**config.mk**
```make
export PLATFORM = sky130hd
export DESIGN_NAME = bus_dev_tx_fifo
export DESIGN_NICKNAME = d
export VERILOG_FILES = /design/src/rtl/bus_dev_tx_fifo.sv
export SDC_FILE = /design/constraint.sdc
export NUM_CORES = 1
export LEC_CHECK = 0
export CAP_MARGIN = 20
export CORE_MARGIN = 2
export CORE_UTILIZATION = 40
export CTS_CLUSTER_DIAMETER = 100
export DETAILED_ROUTE_END_ITERATION = 10
export DONT_BUFFER_PORTS = 1
export PLACE_DENSITY = 0.6
export RECOVER_POWER = 100
export REMOVE_ABC_BUFFERS = 1
export SLEW_MARGIN = 20
export SYNTH_ARGS = -nofsm -noshare
export SYNTH_HDL_FRONTEND = slang
export SYNTH_SLANG_ARGS = --single-unit
```
**constraint.sdc**
```tcl
create_clock -name clk -period 2.8 [get_ports clk]
set_input_delay 0.42 -clock clk [delete_from_list [all_inputs] [get_ports clk]]
set_output_delay 0.42 -clock clk [all_outputs]
set_load 0.01 [all_outputs]
```
**src/rtl/bus_dev_tx_fifo.sv**
```systemverilog
// bus_dev_tx_fifo: per-device transmit FIFO feeding one lane of the bus arbiter.
// The device pushes packets. The bus sees the head packet on D_pop while pndng=1,
// and pops it when granted. All status outputs and D_pop are registered.
// Optional build macro BUS_FIFO_OVERWRITE_EN: when it is defined, a push into a
// full FIFO without a pop overwrites the oldest entry instead of being dropped.
module bus_dev_tx_fifo #(
  parameter int          pckg_sz   = 16,
  parameter int          depth     = 8,
  parameter logic [7:0]  broadcast = 8'hFF
) (
  input  logic                   clk,
  input  logic                   reset,
  input  logic                   dev_push,
  input  logic [pckg_sz-1:0]     dev_data,
  output logic                   dev_full,
  input  logic                   pop,
  output logic [pckg_sz-1:0]     D_pop,
  output logic                   pndng,
  output logic [$clog2(depth):0] count,
  output logic [15:0]            ovf_cnt,
  output logic [15:0]            unf_cnt,
  output logic [15:0]            bcast_cnt
);

  localparam int AW = $clog2(depth);
  localparam int CW = AW + 1;

  logic [pckg_sz-1:0] mem_q [depth];

  logic [AW-1:0]      rd_ptr_q, rd_ptr_d;
  logic [AW-1:0]      wr_ptr_q, wr_ptr_d;
  logic [CW-1:0]      count_q, count_d;
  logic               pndng_q, pndng_d;
  logic               dev_full_q, dev_full_d;
  logic [pckg_sz-1:0] d_pop_q, d_pop_d;
  logic [15:0]        ovf_cnt_q, ovf_cnt_d;
  logic [15:0]        unf_cnt_q, unf_cnt_d;
  logic [15:0]        bcast_cnt_q, bcast_cnt_d;

  logic is_empty, is_full;
  logic wr_en, ovf_inc, unf_inc, bcast_inc, head_fwd;

  // Pointer and occupancy update for the push/pop combination. All cases are
  // decided on the occupancy before the edge.
  always_comb begin
    is_empty = (count_q == '0);
    is_full  = (count_q == CW'(depth));
    wr_en    = 1'b0;
    ovf_inc  = 1'b0;
    unf_inc  = 1'b0;
    rd_ptr_d = rd_ptr_q;
    wr_ptr_d = wr_ptr_q;
    count_d  = count_q;
    unique case ({dev_push, pop})
      2'b10: begin
        if (!is_full) begin
          wr_en    = 1'b1;
          wr_ptr_d = wr_ptr_q + AW'(1);
          count_d  = count_q + CW'(1);
        end else begin
          ovf_inc  = 1'b1;
`ifdef BUS_FIFO_OVERWRITE_EN
          // The write slot equals the oldest slot when full. Advance both pointers
          // so that the next-oldest packet becomes the head.
          wr_en    = 1'b1;
          wr_ptr_d = wr_ptr_q + AW'(1);
          rd_ptr_d = rd_ptr_q + AW'(1);
`endif
        end
      end
      2'b01: begin
        if (!is_empty) begin
          rd_ptr_d = rd_ptr_q + AW'(1);
          count_d  = count_q - CW'(1);
        end else begin
          unf_inc  = 1'b1;
        end
      end
      2'b11: begin
        wr_en    = 1'b1;
        wr_ptr_d = wr_ptr_q + AW'(1);
        if (is_empty) begin
          // When empty, the pop has nothing to take. The push still lands.
          unf_inc  = 1'b1;
          count_d  = count_q + CW'(1);
        end else begin
          // A pop frees a slot, so the push is accepted even when full.
          rd_ptr_d = rd_ptr_q + AW'(1);
        end
      end
      default: ;
    endcase
  end

  // Registered head, flags and saturating statistics.
  always_comb begin
    // The new head slot can be the one that is written on this edge. In that
    // case, forward the incoming data so the registered head is correct.
    head_fwd    = wr_en && (rd_ptr_d == wr_ptr_q);
    d_pop_d     = (count_d == '0) ? '0 : (head_fwd ? dev_data : mem_q[rd_ptr_d]);
    pndng_d     = (count_d != '0);
    dev_full_d  = (count_d == CW'(depth));
    bcast_inc   = wr_en && (dev_data[pckg_sz-1 -: 8] == broadcast);
    ovf_cnt_d   = (ovf_inc   && ovf_cnt_q   != 16'hFFFF) ? ovf_cnt_q   + 16'd1 : ovf_cnt_q;
    unf_cnt_d   = (unf_inc   && unf_cnt_q   != 16'hFFFF) ? unf_cnt_q   + 16'd1 : unf_cnt_q;
    bcast_cnt_d = (bcast_inc && bcast_cnt_q != 16'hFFFF) ? bcast_cnt_q + 16'd1 : bcast_cnt_q;
  end

  // Packet storage. Reset does not clear it because the contents are don't-care after reset.
  always_ff @(posedge clk) begin
    if (!reset && wr_en) mem_q[wr_ptr_q] <= dev_data;
  end

  // Control and status state with synchronous reset.
  always_ff @(posedge clk) begin
    if (reset) begin
      rd_ptr_q    <= '0;
      wr_ptr_q    <= '0;
      count_q     <= '0;
      pndng_q     <= 1'b0;
      dev_full_q  <= 1'b0;
      d_pop_q     <= '0;
      ovf_cnt_q   <= '0;
      unf_cnt_q   <= '0;
      bcast_cnt_q <= '0;
    end else begin
      rd_ptr_q    <= rd_ptr_d;
      wr_ptr_q    <= wr_ptr_d;
      count_q     <= count_d;
      pndng_q     <= pndng_d;
      dev_full_q  <= dev_full_d;
      d_pop_q     <= d_pop_d;
      ovf_cnt_q   <= ovf_cnt_d;
      unf_cnt_q   <= unf_cnt_d;
      bcast_cnt_q <= bcast_cnt_d;
    end
  end

  assign D_pop     = d_pop_q;
  assign pndng     = pndng_q;
  assign dev_full  = dev_full_q;
  assign count     = count_q;
  assign ovf_cnt   = ovf_cnt_q;
  assign unf_cnt   = unf_cnt_q;
  assign bcast_cnt = bcast_cnt_q;

endmodule

```
# Word-level counts from Yosys, hierarchy flattened
# Memories as Yosys holds them, arrays and structs flattened. A register that Yosys moved wholly into a read port is not among the register bits.
# Cells that the tools add are included.
[classes] add_sub_neg=7 n_eq_ne=10 muxes=16 reduce_logical=13
[op_table] cell="16-bit by 1-bit adder with 16-bit output, second input constant" n=3
[op_table] cell="16-bit inequality test, second input constant" n=3
[op_table] cell="4-bit 2-to-1 mux" n=3
[op_table] cell="4-bit one-hot mux with 3 select lines" n=1
[op_table] cell="3-bit 2-to-1 mux" n=3
[op_table] cell="4-bit equality test, second input constant" n=2
[op_table] cell="8-bit equality test, second input constant" n=1
[op_table] cell="4-bit zero test" n=2
[op_table] cell="1-bit 2-to-1 mux" n=7
[op_table] cell="3-bit by 1-bit adder with 3-bit output, second input constant" n=2
[op_table] cell="3-bit one-hot mux with 2 select lines" n=1
[op_table] cell="1-bit logical AND" n=5
[op_table] cell="4-bit by 1-bit adder with 4-bit output, second input constant" n=1
[op_table] cell="2-bit equality test, second input constant" n=2
[op_table] cell="4-bit nonzero test" n=1
[op_table] cell="2-bit OR reduction" n=2
[op_table] cell="4-bit by 1-bit subtractor with 4-bit output, second input constant" n=1
[op_table] cell="2-bit by 1-bit equality test with 1-bit output, second input constant" n=1
[op_table] cell="2-bit inequality test, second input constant" n=1
[op_table] cell="1-bit one-hot mux with 2 select lines" n=1
[op_table] cell="2-bit AND reduction" n=1
[op_table] cell="2-bit nonzero test" n=1
[op_table] cell="1-bit zero test" n=1
[word_totals] regBits=60 mem_bits_rw=128 input_bits=20 out_inout_bits=70 memories=1
[mem_list] memory="mem_q" depth=8 width=16 rd=1 rd_clocked_by_memory_dff=1 write_ports=1 line_no="28" text="logic [pckg_sz-1:0] mem_q [depth];"

# Longest topological paths before layout
[logic_depth] depth_word=6 depth_mapped=12 mapped_depth_nobuf=8

# Worst setup path before layout
# OpenSTA, ideal clock, no wires.
[synth_path] kind="register to register" startpoint="register count_q[1] (netlist: count[1])" endpoint="memory mem_q[0][0], enable pin" setup_time_ns=0.409 arrival_time_ns=2.562 setup_slack_ns=-0.171 path_stages_with_launch=8 n_path_buf=1 period_less_slack_ns=2.971 cell_sequence="dfxtp_1 -> inv_1 -> ha_1 -> buf_4 -> nand3b_1 -> o21ai_0 -> or3_1 -> nor3_1"
[synth_between] elab_chain_len=6
[synth_lines] item="from (decl)" line_no="32" text="logic [CW-1:0] count_q, count_d;"
[synth_lines] item="from (signal assigned)" line_no="129" text="count_q <= count_d;"
[synth_lines] item="4-bit equality test" line_no="47" text="is_full = (count_q == CW'(depth));"
[synth_lines] item="1-bit 2-to-1 mux" line_no="56" text="if (!is_full) begin"
[synth_lines] item="1-bit one-hot mux with 2 select lines" line_no="54" text="unique case ({dev_push, pop})"
[synth_lines] item="1-bit logical AND" line_no="111" text="if (!reset && wr_en) mem_q[wr_ptr_q] <= dev_data;"
[synth_lines] item="1-bit 2-to-1 mux" line_no="111"
[synth_lines] item="1-bit 2-to-1 mux (implied by the code)" line_no="111"
[synth_lines] item="to (decl)" line_no="28"
# No other way between the ends.

# Worst setup path after layout
[layout_path] startpoint="register count_q[1] (netlist: count[1])" endpoint="register d_pop_q[9] (netlist: D_pop[9]), read port of mem_q"
[layout_between] elab_chain_len=5 word_cells_on_any_way=12
[layout_lines] item="4-bit by 1-bit adder with 4-bit output (tied with other cells)" line_no="59, 85"
[layout_lines] item="4-bit 2-to-1 mux, on equally long branches" line_no="82, 56, 72"
[layout_lines] item="4-bit one-hot mux with 3 select lines" line_no="54"
[layout_lines] item="4-bit zero test" line_no="100" text="d_pop_d = (count_d == '0) ? '0 : (head_fwd ? dev_data : mem_q[rd_ptr_d]);"
[layout_lines] item="2-bit OR reduction (no line)"
[layout_lines] item="to (decl)" line_no="35" text="logic [pckg_sz-1:0] d_pop_q, d_pop_d;"
# Parallel ways exist; a longest one is shown, timed or not.
# A chain may end at the register's enable or synchronous reset.

==> metrics.txt <==
WL met3 1.912 mm; unrepaired setup endpoints after global routing false; Distinct cells, synth 65; DR DRC count 0; Overall Power 0.008519 W; crit path cell chain inv_1 > ha_1 > or3b_1 > nand2_1 > o21ai_0 > xnor2_1 > a31oi_2 > clkbuf_2 > o221a_1; fmax 0.3866 GHz; Synth Register Bits 204; Critical R2R Launch count[1]$_SDFF_PP0_; CTS Buf Count 23; sequential share of power 42.1%; # diodes 0; synthesized instance count 687; CTS root buffer clkbuf_16; Buf/Inv on CP 2; Crit Reg-Reg Endpoint D_pop[9]$_SDFF_PP0_; DIE AREA 0.02401 mm²; Core ar. 0.02250 mm²; DRT iter0 DRCs 500; pwr/cell area 812.7 mW/mm²; Max Root-Sink Buffers 3; I/O Buffers 0; pin count of the biggest net entering global routing 58; Async SR Flop Fraction 0%; Comb power frac 26.0%; Worst-path clk slew 0.06 ns; status finished clean; fin area 0.01048 mm²; class of the most critical setup path reg2reg; Cell Area, Placed 0.009575 mm²; switching pwr 0.002594 W; EDFF count, synth 128; worst hold stages 0; Overflow after GRT 0; cell row count 55; HP Start dev_data[1]; total of warnings raised by yosys 0; total track usage 18.35%; Die Span Y 154.9 µm; critical path's slowest cell or3b_1; initial antenna violation count 0; Most used DFF post-synth edfxtp_1; Final Hold Fails 0; Nets 762; worst skew pair latency 0.50 ns; Net Sw Frac 30.44%; worst path arrival time 3.03 ns; htree depth 1; Final ANT Viol Nets 0; CP Capture Type register; crit-path max FO 17; R2R depth 9; share of cells above drive strength 1 14.80%; Syn Area/Cell 13.27 µm²; vias post-DR 6210; GPL Wtd Cong 0.7840; Worst path max stage delay 0.51 ns; Leakage 3.453 nW; DR WL met2 10.84 mm; CP Data Required Time 3.24 ns; final setup skew 0.01000 ns; FF-to-FF setup slack 0.21 ns; commonest non-fill, non-tap cell in the layout edfxtp_1; Slew Viols, Final 0; utilization after layout 46.58%; Initial Utilization 40.50%; Wirelength per Cell 22.04 µm; worst hold path class in2reg; Slew @ Worst Pin 0.7611 ns; internal power 0.005926 W; max layer used met4; Hold Path End mem_q[6][1]$_DFFE_PP_; clock group share of total power 31.9%; Period minus WS final 2.587 ns; mapped cell area 0.009114 mm²; first-pass GRT wire length 34.64 mm; Via-to-Cell Ratio 6.000; area delta synth->final 15.02%; WHS 0.01482 ns; most frequent cells in the layout 128 x edfxtp_1, 75 x dfxtp_1, 70 x nor2_1; TritonCTS Sinks 204; Seq/Total Area, Yosys 58.87%; IO Count 90; vias in the first global route 6322; total of max-cap violations 0; CTS tree yes; TritonRoute pass-1 iters 6; DRT Wirelength 22.81 mm; Layout fillers 2024; Setup Viol. Count Final 0; DP HPWL 14.34 mm; worst IR drop on VDD 431.7 µV; final worst-path cycle share 92.39%; cell family with most CP delay simple AND/OR/NAND/NOR gates; Startpoint Class register; Slew headroom 48.92%; M1 wire length 9.538 mm; Die W 154.9 µm
sequential cells by signal, indices dropped and copies added (netlist names):
register and flops:
mem_q 128, pndng 1, D_pop 16, ovf_cnt 16
rd_ptr_q 3, bcast_cnt 16, wr_ptr_q 3, unf_cnt 16
dev_full 1, count 4
per-layer routing:
metal  global-route usage [%]  up-vias
met5                        0        -
met3                    4.791       38
met2                    30.77      244
li1                         -     2808
met1                    23.82     3120
met4                    4.630        0
power groups by stage:
stage | Combinational (W) | Clock, W | Sequential (W)
2_1_floorplan | 0.00138 | 0 | 0.00372
3_3_place_gp | 0.00212 | 0 | 0.00366
3_5_place_dp | 0.00218 | 0 | 0.00366
4_1_cts | 0.00223 | 0.00278 | 0.00360
5_1_grt | 0.00239 | 0.00290 | 0.00361
6_report | 0.00221 | 0.00272 | 0.00359
logic make-up (layout without fill, tap and decap cells):
group / count (synthesis) / in the layout / synth area share, %
compound gates: 139 / 139 / 12.12
xor+xnor: 46 / 46 / 4.860
fa+ha+maj: 7 / 7 / 0.9610
buf+inv: 53 / 116 / 2.636
flops: 204 / 204 / 58.87
mux: 55 / 55 / 10.16
simple gates: 183 / 183 / 10.39
worst reg2reg max path, delay by kind of cell, from the launching register on:
family	cells	cell delay [ns]
simple gates	2	0.72
compound gates	3	0.63
buf+inv	2	0.53
flops	1	0.31
xor+xnor	1	0.19
fa+ha+maj	1	0.16
stage by stage:
step	setup slack [ns]	setup TNS [ns]	cells
final	0.2132	0	1035
after global routing	0.02097	0	1035
after CTS	0.2105	0	1020
after detailed placement	0.2464	0	967
after global placement	0.3287	0	967
after floorplan	-0.9940	-19.43	642
cell usage after synthesis, drive strengths merged (7+ instances only):
master	number	share of area, %
nor2	70	2.9
ha	7	0.96
xor2	27	2.7
o22ai	17	1.2
mux2i	25	2.7
xnor2	18	1.9
mux4	30	7.4
buf	17	1.2
nand3	18	1.1
nand2	25	1.1
and3	7	0.48
clkbuf	28	1.2
o221a	16	2.0
dfxtp	76	17
o221ai	47	4.5
nor3	8	0.44
edfxtp	128	42
nand4	16	1.1
o21ai	12	0.66
inv	8	0.33
a21oi	24	1.4
final cells by class:
| type | instances | area [µm²] | area share, % |
|---|---|---|---|
| repair buffers | 68 | 548.0 | 5.228 |
| multi-input cells | 430 | 3502 | 33.41 |
| well taps | 285 | 356.6 | 3.402 |
| clock buffers | 31 | 626.9 | 5.980 |
| flip-flops and latches | 204 | 5366 | 51.19 |
| clock inverters | 9 | 52.55 | 0.5013 |
| inverters | 8 | 30.03 | 0.2865 |
what timing repair did:
item / 4_1_cts / 5_1_grt
hold buffers: 13 / 15
gates resized for setup: 0 / 0
setup buffers: 0 / 0
hold endpoints to repair: 98 / 47
how the worst max path moves through the flow:
stage | from | end | depth (start not counted)
finish | count[1]$_SDFF_PP0_ | D_pop[9]$_SDFF_PP0_ | 9
global route | count[1]$_SDFF_PP0_ | D_pop[0]$_SDFF_PP0_ | 11
CTS | count[0]$_SDFF_PP0_ | bcast_cnt[9]$_SDFFE_PP0P_ | 9
detailed placement | count[0]$_SDFF_PP0_ | bcast_cnt[9]$_SDFFE_PP0P_ | 9
global placement | count[0]$_SDFF_PP0_ | bcast_cnt[9]$_SDFFE_PP0P_ | 9
floorplan | rd_ptr_q[0]$_SDFF_PP0_ | D_pop[0]$_SDFF_PP0_ | 6
Power figures use the tool's default switching activity.
